==> config.mk <==
export PLATFORM = sky130hd
export DESIGN_NAME = regfile_wr_sched
export DESIGN_NICKNAME = d
export VERILOG_FILES = /design/src/rtl/regfile_wr_sched.sv
export SDC_FILE = /design/constraint.sdc
export NUM_CORES = 1
export LEC_CHECK = 0
export CAP_MARGIN = 20
export CORE_ASPECT_RATIO = 0.8
export CORE_UTILIZATION = 36
export CTS_CLUSTER_SIZE = 28
export DETAILED_ROUTE_END_ITERATION = 10
export MAX_ROUTING_LAYER = met4
export PLACE_DENSITY_LB_ADDON = 0.1
export SLEW_MARGIN = 15
export SYNTH_ARGS = -nofsm -noshare
export SYNTH_HDL_FRONTEND = slang
export SYNTH_SLANG_ARGS = --single-unit
==> constraint.sdc <==
create_clock -name clock -period 1.8 [get_ports clock]
set_clock_uncertainty 0.15 [all_clocks]
set_input_delay 0.18 -clock clock [delete_from_list [all_inputs] [get_ports clock]]
set_output_delay 0.18 -clock clock [all_outputs]
set_load 0.01 [all_outputs]
==> src/rtl/regfile_wr_sched.sv <==
// -----------------------------------------------------------------------------
// regfile_wr_sched
//
// Write-port scheduler for a register file shared by two writeback sources.
// After reset it first walks every register address and writes zero to it
// (INIT), then arbitrates between the ALU writeback (requester 0) and the load
// writeback (requester 1) with a round-robin priority bit (RUN).
//
// Ports
//   clock       : sole clock, all state changes on its rising edge
//   reset_n     : synchronous, active-low reset
//   req0_valid  : ALU writeback has a write pending
//   req0_addr   : ALU writeback destination register
//   req0_data   : ALU writeback value
//   req0_ready  : ALU writeback accepted this cycle (combinational)
//   req1_valid  : load writeback has a write pending
//   req1_addr   : load writeback destination register
//   req1_data   : load writeback value
//   req1_ready  : load writeback accepted this cycle (combinational)
//   wren        : register file write enable (registered)
//   write_reg   : register file write address (registered)
//   write_data  : register file write data (registered)
//   init_done   : clear sequence finished, arbitration active
// -----------------------------------------------------------------------------
module regfile_wr_sched #(
  parameter int size      = 32,
  parameter int mem_depth = 32,
  // Guard keeps a one-register configuration from collapsing to a zero-width bus.
  localparam int AW       = (mem_depth > 1) ? $clog2(mem_depth) : 1
) (
  input  logic            clock,
  input  logic            reset_n,
  input  logic            req0_valid,
  input  logic [AW-1:0]   req0_addr,
  input  logic [size-1:0] req0_data,
  output logic            req0_ready,
  input  logic            req1_valid,
  input  logic [AW-1:0]   req1_addr,
  input  logic [size-1:0] req1_data,
  output logic            req1_ready,
  output logic            wren,
  output logic [AW-1:0]   write_reg,
  output logic [size-1:0] write_data,
  output logic            init_done
);

  // One spare bit so the counter can represent mem_depth itself without
  // wrapping while the last clear write is issued.
  localparam int CNT_W = AW + 1;
  localparam logic [CNT_W-1:0] LAST_ADDR = CNT_W'(mem_depth - 1);

  typedef enum logic {
    ST_INIT = 1'b0,
    ST_RUN  = 1'b1
  } state_e;

  // ---------------------------------------------------------------------------
  // State
  // ---------------------------------------------------------------------------
  state_e            state_q,      state_d;
  logic [CNT_W-1:0]  cnt_q,        cnt_d;
  logic              prio_q,       prio_d;        // 0: requester 0 preferred
  logic              wren_q,       wren_d;
  logic [AW-1:0]     write_reg_q,  write_reg_d;
  logic [size-1:0]   write_data_q, write_data_d;
  logic              init_done_q,  init_done_d;

  logic              grant0;
  logic              grant1;

  // ---------------------------------------------------------------------------
  // Grant logic
  //
  // A requester wins when it is valid and either holds priority or the other
  // side is idle, so a lone requester is served every cycle. Grants are also
  // masked by reset_n: a request presented in a reset cycle must not be
  // acknowledged, because the write it would produce is discarded.
  // ---------------------------------------------------------------------------
  always_comb begin
    grant0 = 1'b0;
    grant1 = 1'b0;
    if ((state_q == ST_RUN) && reset_n) begin
      grant0 = req0_valid && (!prio_q || !req1_valid);
      grant1 = req1_valid && ( prio_q || !req0_valid);
    end
  end

  assign req0_ready = grant0;
  assign req1_ready = grant1;

  // ---------------------------------------------------------------------------
  // Next-state logic
  // ---------------------------------------------------------------------------
  always_comb begin
    // NOTE: every signal written here gets a default first, so no path through
    // the case/if tree leaves one unassigned and no latch can be inferred.
    state_d      = state_q;
    cnt_d        = cnt_q;
    prio_d       = prio_q;
    wren_d       = 1'b0;
    write_reg_d  = write_reg_q;
    write_data_d = write_data_q;
    init_done_d  = init_done_q;

    case (state_q)
      ST_INIT: begin
        // Clear one register per cycle, ascending from address 0.
        wren_d       = 1'b1;
        write_reg_d  = cnt_q[AW-1:0];
        write_data_d = '0;
        cnt_d        = cnt_q + CNT_W'(1);
        // init_done rises together with the final clear write.
        if (cnt_q == LAST_ADDR) begin
          state_d     = ST_RUN;
          init_done_d = 1'b1;
        end
      end

      ST_RUN: begin
        if (grant0) begin
          write_reg_d  = req0_addr;
          write_data_d = req0_data;
          // x0 is hardwired to zero: accept the transfer but drop the write.
          wren_d       = (req0_addr != '0);
          prio_d       = 1'b1;
        end else if (grant1) begin
          write_reg_d  = req1_addr;
          write_data_d = req1_data;
          wren_d       = (req1_addr != '0);
          prio_d       = 1'b0;
        end
      end

      default: begin
        state_d = ST_INIT;
      end
    endcase
  end

  // ---------------------------------------------------------------------------
  // State register
  // ---------------------------------------------------------------------------
  // NOTE: the register file contents are not reset here; they are cleared by
  // the INIT write sequence, so only this block's own control state is reset.
  always_ff @(posedge clock) begin
    // NOTE: sequential state uses non-blocking assignments so every register
    // samples the pre-edge values, independent of statement order.
    if (!reset_n) begin
      state_q      <= ST_INIT;
      cnt_q        <= '0;
      prio_q       <= 1'b0;
      wren_q       <= 1'b0;
      write_reg_q  <= '0;
      write_data_q <= '0;
      init_done_q  <= 1'b0;
    end else begin
      state_q      <= state_d;
      cnt_q        <= cnt_d;
      prio_q       <= prio_d;
      wren_q       <= wren_d;
      write_reg_q  <= write_reg_d;
      write_data_q <= write_data_d;
      init_done_q  <= init_done_d;
    end
  end

  assign wren       = wren_q;
  assign write_reg  = write_reg_q;
  assign write_data = write_data_q;
  assign init_done  = init_done_q;

endmodule
Word level (Yosys, flattened, before mapping)

Index checks and enable logic that the tools add are counted.

Register bits: 47
Input port bits: 78
Output and inout port bits: 41
Word-level logic and storage cells: 39

$add $sub $neg: 1
Equality and inequality tests: 2
Multiplexer cells: 15
Bitwise gates (word level): 1
Reduce and logical (&&, ||, !) cells: 13

Operators with widths:

| cell                  | count |
|---|---|
| $mux W32              | 2 |
| $pmux W32 S2          | 1 |
| $mux W5               | 2 |
| $pmux W5 S2           | 1 |
| $reduce_bool A5 Y1    | 2 |
| $mux W1               | 8 |
| $add A6 B1 Y6 const B | 1 |
| $eq A6 B5 Y1 const B  | 1 |
| $reduce_and A2 Y1     | 2 |
| $logic_and A1 B1 Y1   | 3 |
| $logic_not A1 Y1      | 3 |
| $ne A3 B3 Y1 const B  | 1 |
| $logic_or A1 B1 Y1    | 2 |
| $pmux W1 S2           | 1 |
| $reduce_bool A2 Y1    | 1 |
| $not A1 Y1            | 1 |

Logic depth before layout (Yosys ltp)

Depth in word-level cells: 7
Gate-level depth with buffers: 6

Least setup slack after synthesis

OpenSTA, ideal clock, no wires.

Kind: flip-flop to flip-flop
Start: register state_q
End: register write_data_q[14] (netlist: write_data[14])
Arrival: 1.198 ns
Required time: 1.522 ns
Path slack: 0.325 ns
Cell stages (with the launch flop): 7
Cell sequence: dfxtp_1 > and2_4 > and3_4 > buf_6 > buf_6 > a222oi_1 > nor2_1

Longest elaborated chain between the ends: 4
Elaborated cells between the ends (all ways): 7
Those cells by class: eq/ne: 1; mux: 4; bitwise: 1; reduce/logical: 1

RTL lines:

| what                   | RTL line | text |
|---|---|---|
| start, declared        | 60       | `state_e state_q, state_d;` |
| start signal, assigned | 157      | `state_q <= state_d;` |
| $logic_and A1 B1 Y1    | 82       | `if ((state_q == ST_RUN) && reset_n) begin` |
| $mux W1                | 82       |  |
| $mux W32               | 120      | `if (grant0) begin` |
| $pmux W32 S2           | 105      | `case (state_q)` |
| end signal, assigned   | 162      | `write_data_q <= write_data_d;` |
| end, declared          | 65       | `logic [size-1:0] write_data_q, write_data_d;` |

Several ways; a longest one is shown, not always the timed one.
A chain may end at the register's enable or synchronous reset.

Worst setup path after layout

Start: input port reset_n
End: output port req1_ready

Longest elaborated chain between the ends: 2

RTL lines:

| what                | RTL line | text |
|---|---|---|
| start, declared     | 32       | `input logic reset_n,` |
| $logic_and A1 B1 Y1 | 82       |  |
| $mux W1             | 82       |  |
| end, declared       | 40       | `output logic req1_ready,` |

Every way passes these cells.

==> PnR_summary.wiki <==
{| class="wikitable"
! Metric !! Value
|-
| Post-cts hold buffer count || 0
|-
| Endpoint required time on the critical path || 1.47 ns
|-
| Core Util, Final || 0.639
|-
| Synthesized-area fraction occupied by ao, oa, aoi and oai cells || 0.252
|-
| Avg Cell Area, Syn || 10.0 um^2
|-
| ANT cells || 0
|-
| Die area || 5500 um^2
|-
| Number of buffers on the longest clock path || 2
|-
| Startpoint type of the worst setup path || input port
|-
| Fill count || 431
|-
| Number of DRC markers in iteration 0 || 194
|-
| Arithmetic-cell share of the synthesized area counting full adders, half adders and majority gates || 0.00667
|-
| Final design area excluding fillers || 3200 um^2
|-
| Row Count || 23
|-
| VDD IR max || 0.000336 V
|-
| Sinks on Clock Net || 47
|-
| Status || finished, final reports clean
|-
| Number of global-route vias before repair || 1,856
|-
| R2r setup slk || 0.23 ns
|-
| Post-Syn Area || 1880 um^2
|-
| Main combinational cell family by area after synthesis || compound AO/OA/AOI/OAI gates
|-
| Fraction of synthesized area in multiplexers || 0.0107
|-
| # nets final || 387
|-
| Total wire length || 5630 um
|-
| Count of unresolved DRC violations after routing || 0
|-
| GRT Util Overall || 0.212
|-
| Gate Count Post-Synth || 187
|-
| Worst hold margin || 0.332 ns
|-
| Final std cells w/o fill || 369
|-
| Power density cells || 586 nW/um^2
|-
| Flip-flop count of the largest register, all copies and words added || 32
|-
| Worst setup path class || in2out
|-
| Max_cap viols || 0
|-
| Cell at the root of the clock tree || sky130_fd_sc_hd__clkbuf_8
|-
| Max-slew violation count || 0
|-
| Levels on crit path || 4
|-
| Number of clock buffers inserted by TritonCTS || 5
|-
| Total via count in the routed design || 1,970
|-
| Final critical-path setup slack || 0.133 ns
|-
| Reg-to-reg endpoint || wren$_SDFF_PN0_
|-
| Count of TritonRoute iterations in the first routing pass || 6
|-
| Aggregate negative setup slack || 0 ns
|-
| Skew-Pair Late Insertion Delay || 0.29 ns
|-
| Footprint of the flip-flops and latches || 942 um^2
|-
| H-tree Lvls || 2
|-
| Maximum number of pins on one net before global-route repair || 45
|-
| Leakage power figure || 1.15 nW
|-
| Yosys warnings || 0
|-
| First-pass GRT wire length || 8470 um
|-
| P&R area growth vs syn || 70.6%
|-
| Core Footprint || 5010 um^2
|-
| Top-level I/O count || 119
|-
| Worst min-delay path class || reg2reg
|-
| Simple-gate share of the synthesized area || 0.147
|-
| Register bit count reported by yosys || 47
|-
| X dimension of the die || 82.7 um
|-
| Post-DR wirelength/cell || 15.2 um
|-
| Post-layout total power || 1.87 mW
|-
| Cell with the largest stage delay on the worst path || sky130_fd_sc_hd__clkdlybuf4s50_1
|-
| Worst R2R Path Depth || 5
|-
| TritonCTS clock tree || yes
|-
| CP endpoint || req1_ready
|-
| Number of input and output port buffers inserted || 118
|-
| RSZ-0062 raised after global routing || no
|-
| Routability congestion estimate || 0.864
|-
| Transition time at the pin with the least slew margin || 0.462 ns
|-
| Post-detailed-placement cell area || 3130 um^2
|-
| Average vias per placed instance || 5.34
|-
| Number of hold violations in the final report || 0
|-
| Share of final-layout standard cells stronger than drive strength 1 || 0.0749
|-
| Period minus WS final || 1.67 ns
|-
| Congestion Overflow GR || 0
|-
| Number of nets in the synthesized netlist || 266
|-
| Initial cell density of the core || 0.375
|-
| Clock-pin transition on the worst setup and hold timing paths || 0.08 ns
|-
| Largest delay share family, worst path || buffers and inverters
|-
| Area used by multi-input combinational logic || 816 um^2
|-
| Crit end category || output port
|-
| Part of the cycle the worst path needs || 0.926
|-
| Xor-xnor portion of the synthesized cell area || 0.0140
|-
| Max Clock Freq || 600 MHz
|-
| CP Max Fanout || 4
|-
| Half-perimeter wire length of the detailed placement result || 3970 um
|-
| Startpoint of the worst setup timing path || reset_n
|-
| Critical register-to-register path startpoint || prio_q$_SDFFE_PN0P_
|-
| Remaining max-slew budget at the tightest pin || 0.692
|-
| Antenna viol nets, final || 0
|-
| Share of the yosys chip area belonging to registers || 0.502
|-
| Delay of the slowest cell on the worst path || 0.52 ns
|-
| Finish-stage setup viols || 0
|-
| Worst path bufs/invs || 2
|-
| Number of antenna violations at the first check in global routing || 0
|-
| Worst slack at placement || -0.145 ns
|-
| Cell-by-cell trace of the critical path || clkdlybuf4s50_1 -> and2_4 -> and3_4 -> dlygate4sd2_1
|-
| Die boundary height || 66.6 um
|-
| Unique masters post-synth || 31
|-
| Arrival time at the worst endpoint || 1.34 ns
|-
| Number of placed instances, taps included || 363
|}
[tightest hold or removal path: stages (launching register included)]
cell	delay, ns
sky130_fd_sc_hd__dfxtp_1	0.33
sky130_fd_sc_hd__nand2_1	0.05
sky130_fd_sc_hd__o21ai_0	0.07
[cell families after synthesis]
kind of cell	after synthesis
buffers and inverters	18
muxes	2
DFF	47
xor gates and xnor gates	3
and+or+nand+nor	61
AOI/OAI and AO/OA	55
adders and majority gates	1
[synthesized netlist by cell type, drive strengths merged]
cell type / count / area share
dfxtp: 47 / 0.50
nor2: 39 / 0.078
a222oi: 32 / 0.17
buf: 13 / 0.057
a21oi: 10 / 0.029
nor2b: 7 / 0.023
a22oi: 4 / 0.016
clkbuf: 4 / 0.0080
nand3: 4 / 0.011
nand2: 3 / 0.0060
mux2i: 2 / 0.011
nand2b: 2 / 0.0067
nor3: 2 / 0.0053
o21ai: 2 / 0.0053
o41ai: 2 / 0.0093
or3: 2 / 0.0067
xor2: 2 / 0.0093
a311oi: 1 / 0.0047
a31oi: 1 / 0.0033
a32o: 1 / 0.0053
a41oi: 1 / 0.0047
and2: 1 / 0.0047
and3: 1 / 0.0060
ha: 1 / 0.0067
inv: 1 / 0.0020
o21a: 1 / 0.0040
xnor2: 1 / 0.0047
[how the worst min path moves through the flow]
stage,start,end,slack [ns],cells after the start
after floorplan,reset_n,init_done$_SDFFE_PN0P_,0.14,2
after global placement,cnt_q[5]$_SDFFE_PN0N_,cnt_q[5]$_SDFFE_PN0N_,0.32,2
after detailed placement,init_done$_SDFFE_PN0P_,init_done$_SDFFE_PN0P_,0.32,2
after CTS,init_done$_SDFFE_PN0P_,init_done$_SDFFE_PN0P_,0.34,2
after global routing,cnt_q[5]$_SDFFE_PN0N_,cnt_q[5]$_SDFFE_PN0N_,0.37,2
final,init_done$_SDFFE_PN0P_,init_done$_SDFFE_PN0P_,0.33,2
[timing repair]
action / 4_1_cts / 5_1_grt
setup endpoints to repair: 2 / 0
endpoints found under the hold margin: 0 / 0
resized for setup: 3 / 0
setup buffers: 0 / 0
[cell usage in the layout (no fill, tap or decap)]
cell	n
sky130_fd_sc_hd__a21oi_1	9
sky130_fd_sc_hd__a21oi_4	1
sky130_fd_sc_hd__a222oi_1	32
sky130_fd_sc_hd__a22oi_1	4
sky130_fd_sc_hd__a311oi_1	1
sky130_fd_sc_hd__a31oi_1	1
sky130_fd_sc_hd__a32o_1	1
sky130_fd_sc_hd__a41oi_1	1
sky130_fd_sc_hd__and2_4	1
sky130_fd_sc_hd__and3_4	1
sky130_fd_sc_hd__buf_12	1
sky130_fd_sc_hd__buf_4	12
sky130_fd_sc_hd__clkbuf_1	1
sky130_fd_sc_hd__clkbuf_8	5
sky130_fd_sc_hd__clkdlybuf4s50_1	116
sky130_fd_sc_hd__dfxtp_1	46
sky130_fd_sc_hd__dfxtp_2	1
sky130_fd_sc_hd__dlygate4sd2_1	2
sky130_fd_sc_hd__ha_1	1
sky130_fd_sc_hd__inv_2	1
sky130_fd_sc_hd__mux2i_1	2
sky130_fd_sc_hd__nand2_1	3
sky130_fd_sc_hd__nand2b_1	2
sky130_fd_sc_hd__nand3_1	4
sky130_fd_sc_hd__nor2_1	39
sky130_fd_sc_hd__nor2b_1	7
sky130_fd_sc_hd__nor3_1	2
sky130_fd_sc_hd__o21a_1	1
sky130_fd_sc_hd__o21ai_0	2
sky130_fd_sc_hd__o41ai_1	2
sky130_fd_sc_hd__or3_1	2
sky130_fd_sc_hd__xnor2_1	1
sky130_fd_sc_hd__xor2_1	2
[power by group]
part           switching [mW]  internal, mW
registers             0.00814          1.05
clock network           0.318         0.259
logic                  0.0664         0.174
total                   0.392          1.48
[cell type report]
| type | count | share of cell area |
|---|---|---|
| Clock buffer | 6 | 0.0227 |
| Inverter | 1 | 0.00117 |
| Multi-Input combinational cell | 122 | 0.255 |
| Sequential cell | 47 | 0.294 |
| Tap cell | 62 | 0.0242 |
| Timing Repair Buffer | 131 | 0.403 |
[layer usage]
layer,track usage,part of all wire,up-vias
met5,-,0,-
met4,0.0517,0.012,0
met3,0.0630,0.079,9
met2,0.344,0.45,85
met1,0.256,0.46,910
li1,-,-,966
Note: power is estimated with default switching activity, not from simulation.
